$ cat config.mk
export PLATFORM = sky130hd
export DESIGN_NAME = uart_rx_param
export DESIGN_NICKNAME = d
export VERILOG_FILES = /design/src/rtl/uart_rx_param.sv
export SDC_FILE = /design/constraint.sdc
export NUM_CORES = 1
export LEC_CHECK = 0
export BUFFER_PORTS_ARGS = -buffer_cell sky130_fd_sc_hd__buf_4
export CORE_ASPECT_RATIO = 0.9
export CORE_UTILIZATION = 58
export DETAILED_ROUTE_END_ITERATION = 8
export GPL_TIMING_DRIVEN = 1
export PLACE_DENSITY = 0.8
export SKIP_CTS_REPAIR_TIMING = 1
export SLEW_MARGIN = 40
export SYNTH_ARGS = -nofsm -noshare
export SYNTH_HDL_FRONTEND = slang
export SYNTH_SLANG_ARGS = --single-unit
$ cat constraint.sdc
create_clock -name clk -period 2.1 [get_ports clk]
set_clock_uncertainty 0.2 [all_clocks]
set_input_delay 0.315 -clock clk [delete_from_list [all_inputs] [get_ports clk]]
set_output_delay 0.315 -clock clk [all_outputs]
set_load 0.05 [all_outputs]
$ cat src/rtl/uart_rx_param.sv
// Parametrised oversampling UART receiver with majority-vote bit sampling and a held output word.
// Optional parity checking is compiled in when UART_RX_PARITY_EN is defined.
module uart_rx_param #(
    parameter int unsigned DATA_BITS   = 8,
    parameter int unsigned OVERSAMPLE  = 16,
    parameter int unsigned STOP_BITS   = 1,
    parameter int unsigned SYNC_STAGES = 2
) (
    input  logic                 clk,
    input  logic                 rst,
    input  logic                 baud_tick,
    input  logic                 rx,
    input  logic                 parity_odd,
    output logic [DATA_BITS-1:0] data,
    output logic                 data_valid,
    input  logic                 data_ready,
    output logic                 frame_err,
    output logic                 parity_err,
    output logic                 overrun,
    output logic                 busy
);

    localparam int unsigned CW = $clog2(OVERSAMPLE);
    localparam int unsigned BW = $clog2(DATA_BITS + 1);

    localparam logic [CW-1:0] MID_LO    = CW'(OVERSAMPLE / 2 - 1);
    localparam logic [CW-1:0] MID       = CW'(OVERSAMPLE / 2);
    localparam logic [CW-1:0] MID_HI    = CW'(OVERSAMPLE / 2 + 1);
    localparam logic [CW-1:0] LAST_TICK = CW'(OVERSAMPLE - 1);
    localparam logic [BW-1:0] ALL_BITS  = BW'(DATA_BITS);
    localparam logic [BW-1:0] LAST_STOP = BW'(STOP_BITS - 1);

    typedef enum logic [2:0] {
        S_IDLE,
        S_START,
        S_DATA,
`ifdef UART_RX_PARITY_EN
        S_PARITY,
`endif
        S_STOP,
        S_DONE
    } state_t;

    state_t                 state_q, state_d;
    logic [SYNC_STAGES-1:0] sync_q;
    logic                   rx_s;
    logic [CW-1:0]          cnt_q, cnt_d;
    logic [BW-1:0]          bcnt_q, bcnt_d;
    logic [DATA_BITS-1:0]   shift_q, shift_d;
    logic [1:0]             samp_q, samp_d;
    logic                   vote;
    logic                   ferr_q, ferr_d;
    logic                   armed_q, armed_d;
    logic [DATA_BITS-1:0]   data_q, data_d;
    logic                   dv_q, dv_d;
    logic                   oferr_q, oferr_d;
    logic                   ovr_q, ovr_d;
`ifdef UART_RX_PARITY_EN
    logic                   perr_q, perr_d;
    logic                   operr_q, operr_d;
`else
    logic                   unused_parity_odd;
    assign unused_parity_odd = parity_odd;
`endif

    always_ff @(posedge clk or negedge rst) begin
        if (!rst) begin
            sync_q <= '1;
        end else begin
            sync_q <= {sync_q[SYNC_STAGES-2:0], rx};
        end
    end

    assign rx_s = sync_q[SYNC_STAGES-1];
    // Two earlier samples of the bit plus the live one form the 2-of-3 vote.
    assign vote = (samp_q[0] & samp_q[1]) | (samp_q[0] & rx_s) | (samp_q[1] & rx_s);

    always_ff @(posedge clk or negedge rst) begin
        if (!rst) begin
            state_q <= S_IDLE;
            cnt_q   <= '0;
            bcnt_q  <= '0;
            shift_q <= '0;
            samp_q  <= '1;
            ferr_q  <= 1'b0;
            armed_q <= 1'b1;
            data_q  <= '0;
            dv_q    <= 1'b0;
            oferr_q <= 1'b0;
            ovr_q   <= 1'b0;
`ifdef UART_RX_PARITY_EN
            perr_q  <= 1'b0;
            operr_q <= 1'b0;
`endif
        end else begin
            state_q <= state_d;
            cnt_q   <= cnt_d;
            bcnt_q  <= bcnt_d;
            shift_q <= shift_d;
            samp_q  <= samp_d;
            ferr_q  <= ferr_d;
            armed_q <= armed_d;
            data_q  <= data_d;
            dv_q    <= dv_d;
            oferr_q <= oferr_d;
            ovr_q   <= ovr_d;
`ifdef UART_RX_PARITY_EN
            perr_q  <= perr_d;
            operr_q <= operr_d;
`endif
        end
    end

    always_comb begin
        state_d = state_q;
        cnt_d   = cnt_q;
        bcnt_d  = bcnt_q;
        shift_d = shift_q;
        samp_d  = samp_q;
        ferr_d  = ferr_q;
        armed_d = armed_q;
        data_d  = data_q;
        dv_d    = dv_q;
        oferr_d = oferr_q;
        ovr_d   = ovr_q;
`ifdef UART_RX_PARITY_EN
        perr_d  = perr_q;
        operr_d = operr_q;
`endif

        if (baud_tick) begin
            if (cnt_q == MID_LO) samp_d[0] = rx_s;
            if (cnt_q == MID)    samp_d[1] = rx_s;
            if (state_q != S_IDLE) begin
                cnt_d = (cnt_q == LAST_TICK) ? '0 : cnt_q + 1'b1;
            end
        end

        unique case (state_q)
            S_IDLE: begin
                // After a break the line must be seen high before a new start is armed.
                if (baud_tick) begin
                    if (!armed_q) begin
                        armed_d = rx_s;
                    end else if (!rx_s) begin
                        state_d = S_START;
                        cnt_d   = CW'(1);
                        bcnt_d  = '0;
                        ferr_d  = 1'b0;
`ifdef UART_RX_PARITY_EN
                        perr_d  = 1'b0;
`endif
                    end
                end
            end
            S_START: begin
                if (baud_tick) begin
                    if (cnt_q == MID && rx_s) begin
                        state_d = S_IDLE;
                    end else if (cnt_q == LAST_TICK) begin
                        state_d = S_DATA;
                    end
                end
            end
            S_DATA: begin
                if (baud_tick) begin
                    if (cnt_q == MID_HI) begin
                        shift_d = {vote, shift_q[DATA_BITS-1:1]};
                        bcnt_d  = bcnt_q + 1'b1;
                    end
                    if (cnt_q == LAST_TICK && bcnt_q == ALL_BITS) begin
                        bcnt_d  = '0;
`ifdef UART_RX_PARITY_EN
                        state_d = S_PARITY;
`else
                        state_d = S_STOP;
`endif
                    end
                end
            end
`ifdef UART_RX_PARITY_EN
            S_PARITY: begin
                if (baud_tick) begin
                    if (cnt_q == MID_HI) begin
                        perr_d = vote ^ (^shift_q) ^ parity_odd;
                    end
                    if (cnt_q == LAST_TICK) begin
                        state_d = S_STOP;
                    end
                end
            end
`endif
            S_STOP: begin
                // Leave at the mid-sample of the last stop bit so a new start edge is caught at once.
                if (baud_tick && cnt_q == MID_HI) begin
                    if (!vote) ferr_d = 1'b1;
                    if (bcnt_q == LAST_STOP) begin
                        state_d = S_DONE;
                        armed_d = vote;
                    end else begin
                        bcnt_d = bcnt_q + 1'b1;
                    end
                end
            end
            S_DONE: begin
                state_d = S_IDLE;
            end
            default: begin
                state_d = S_IDLE;
            end
        endcase

        if (state_q == S_DONE) begin
            if (!dv_q || data_ready) begin
                data_d  = shift_q;
                oferr_d = ferr_q;
`ifdef UART_RX_PARITY_EN
                operr_d = perr_q;
`endif
                dv_d    = 1'b1;
                if (dv_q) ovr_d = 1'b0;
            end else begin
                ovr_d = 1'b1;
            end
        end else if (dv_q && data_ready) begin
            dv_d  = 1'b0;
            ovr_d = 1'b0;
        end
    end

    assign data       = data_q;
    assign data_valid = dv_q;
    assign frame_err  = oferr_q;
    assign overrun    = ovr_q;
    assign busy       = (state_q != S_IDLE);
`ifdef UART_RX_PARITY_EN
    assign parity_err = operr_q;
`else
    assign parity_err = 1'b0;
`endif

endmodule

==> metrics <==
Seq/Total Area, Yosys 0.492; DR iter-0 viols 39; WL final 3450 um; R2R setup slack 0.09 ns; Root Buffer clkbuf_4; R2R cell count 5; max_cap viols 0; NumNets Final 193; # port buffers 16; layout cells sized above 1 0.388; CP Capture Type output pin; TritonCTS clock tree built; design area 2130 um2; initial antenna violation count 0; max-slew violations 0; ant diodes 0; Crit Path Category reg2out; min setup slack post-route 0.0536 ns; vias in the first global route 1270; grt ovf 0; Yosys reg bits 36; synthesized cell area 1850 um2; worst reg2reg path endpoint shift_q[7]; core region area 3040 um2; worst ir drop on vdd 0.565 mV; CTS sink cnt 36; top cell type's share of synthesized area 0.420; H-tree level count 2; placed insts 212; number of nets with antenna violations after routing 0; Worst-Skew Late Latency 0.34 ns; RD Place Congestion 0.829; Leak Pwr 1.05 nW; Longest Clk Path Bufs 2; full die area 3410 um2; Routed wire per std cell 15.3 um; fmax 489 MHz; syn nets 167; dpl hpwl 2410 um; Num CTS Buffers 5; status complete, no violations; Syn Area/Cell 11.8 um2; CP startpoint kind register; Initial Util 0.606; final setup violation count 0; Die H 55.5 um; Placement Cell Area 2000 um2; dominant cell type by area after synthesis dfrtp_1; # IOs 19; area of the multi-input gates 862 um2; Finished Layout Cells 225; Worst EP arrival 1.53 ns; WP data required 1.58 ns; Area contributors post-synth dfrtp_1 42%, mux2_2 7.3%, dfstp_2 7.1%; share of synthesized registers carrying an async set or reset 1.00; Post-synth EDFFs 0; Reg area 907 um2; yosys warns 0; vias 1292; hold path cells 0; HP Start sync_q[0]; Critical R2R Launch cnt_q[1]; minimum clock period 2.05 ns; final hold vios 0; clock-pin slew on the worst setup and hold paths 0.11 ns; total track usage 0.227; Mapped Cells 156; largest net degree at the start of global routing 37; Crit Path Max Fanout 10; post-synth cell types 56; detail-routed via count per cell 5.74; DR pass1 iterations 4; site row count 19; first-pass GRT wire length 5600 um; Post-synth top flop dfrtp_1; Hold Path End sync_q[1]; part of the cycle the worst path needs 0.974; pre-CTS WS 0.0161 ns; Residual DRC 0; Area Overhead vs Synth 15.5%; Power Dens Cells 1080 nW/um2; Fill cells 237; HP Class reg2reg; die width 61.5 um
-- state kept, by name, indices dropped and copies added (netlist names), 2 cells and up --
signal / cells
bcnt_q: 4
data: 8
state_q: 3
samp_q: 2
sync_q: 2
shift_q: 8
cnt_q: 4
-- worst max-delay path by stage --
| stage | start | endpoint | slack [ns] |
|---|---|---|---|
| 2_1_floorplan | state_q[1] | cnt_q[0] | 0.20 |
| 3_3_place_gp | cnt_q[1] | shift_q[5] | 0.08 |
| 3_5_place_dp | cnt_q[1] | shift_q[4] | 0.02 |
| 4_1_cts | state_q[0] | busy | -0.07 |
| 5_1_grt | cnt_q[1] | bcnt_q[2] | -0.004 |
| 6_report | state_q[0] | busy | 0.05 |
-- through the flow --
stage	utilization	power [mW]	setup TNS (ns)	hold WS [ns]
finish	0.700	2.30	0	0.165
global route	0.700	2.45	-0.00350	0.163
floorplan	-	1.63	0	-0.181
global placement	0.657	1.78	0	0.0841
detailed placement	0.657	1.83	0	0.0897
CTS	0.678	2.24	-0.111	-0.290
-- worst max-delay path, stage by stage (launching register included) --
cell and delay, ns:
dfrtp_1 0.42, buf_4 0.18, or3_4 0.42, buf_6 0.18
-- report_power, final --
group          total, mW  internal [mW]  switching (mW)
combinational      0.961          0.435           0.526
clock              0.403          0.165           0.237
sequential         0.933          0.826           0.107
-- cell usage in the layout (no fill, tap or decap), types with 3 or more instances in the layout --
| master | netlist | routed |
|---|---|---|
| clkbuf_4 | 0 | 5 |
| inv_1 | 8 | 8 |
| dfstp_2 | 5 | 5 |
| a21oi_1 | 3 | 3 |
| nand2_1 | 11 | 11 |
| nor2b_1 | 3 | 3 |
| nor2_1 | 4 | 4 |
| ha_1 | 5 | 5 |
| dlygate4sd3_1 | 0 | 3 |
| dfrtp_1 | 31 | 31 |
| nor3_1 | 4 | 4 |
| mux2_4 | 8 | 8 |
| o21ai_0 | 4 | 3 |
| o21ai_1 | 2 | 3 |
| buf_4 | 1 | 23 |
| nand3_1 | 7 | 7 |
| mux2_2 | 12 | 12 |
-- metal layers --
metal,part of all wire,wire length [um],vias to the layer above,GRT usage
met5,0,0,-,0
met4,0.022,77,0,0.0952
met3,0.047,163,10,0.0562
met2,0.50,1710,33,0.359
met1,0.43,1500,631,0.293
li1,-,-,618,-
-- final cells by class --
cell class	instances	area share
Timing Repair Buffer	27	0.100
Sequential cell	36	0.426
Multi-Input combinational cell	104	0.405
Clock buffer	6	0.0241
Clock inverter	2	0.00646
Tap cell	42	0.0247
Inverter	8	0.0141
-- cell usage after synthesis, types with 3 or more instances --
master    n
a21oi_1   3
buf_6     4
dfrtp_1  31
dfstp_2   5
ha_1      5
inv_1     8
mux2_2   12
mux2_4    8
nand2_1  11
nand3_1   7
nor2_1    4
nor2b_1   3
nor3_1    4
o21ai_0   4
-- logic make-up (layout without fill, tap and decap cells) --
kind of cell               Yosys count  in the layout  share of synthesized area
and+or+nand+nor                     48             48                      0.154
DFF                                 36             36                      0.492
AOI/OAI and AO/OA                   28             28                      0.118
muxes                               21             21                      0.144
buffers and inverters               16             43                     0.0515
adders and majority gates            6              6                     0.0393
other                                1              1                    0.00203
(Power assumes the default switching activity.)
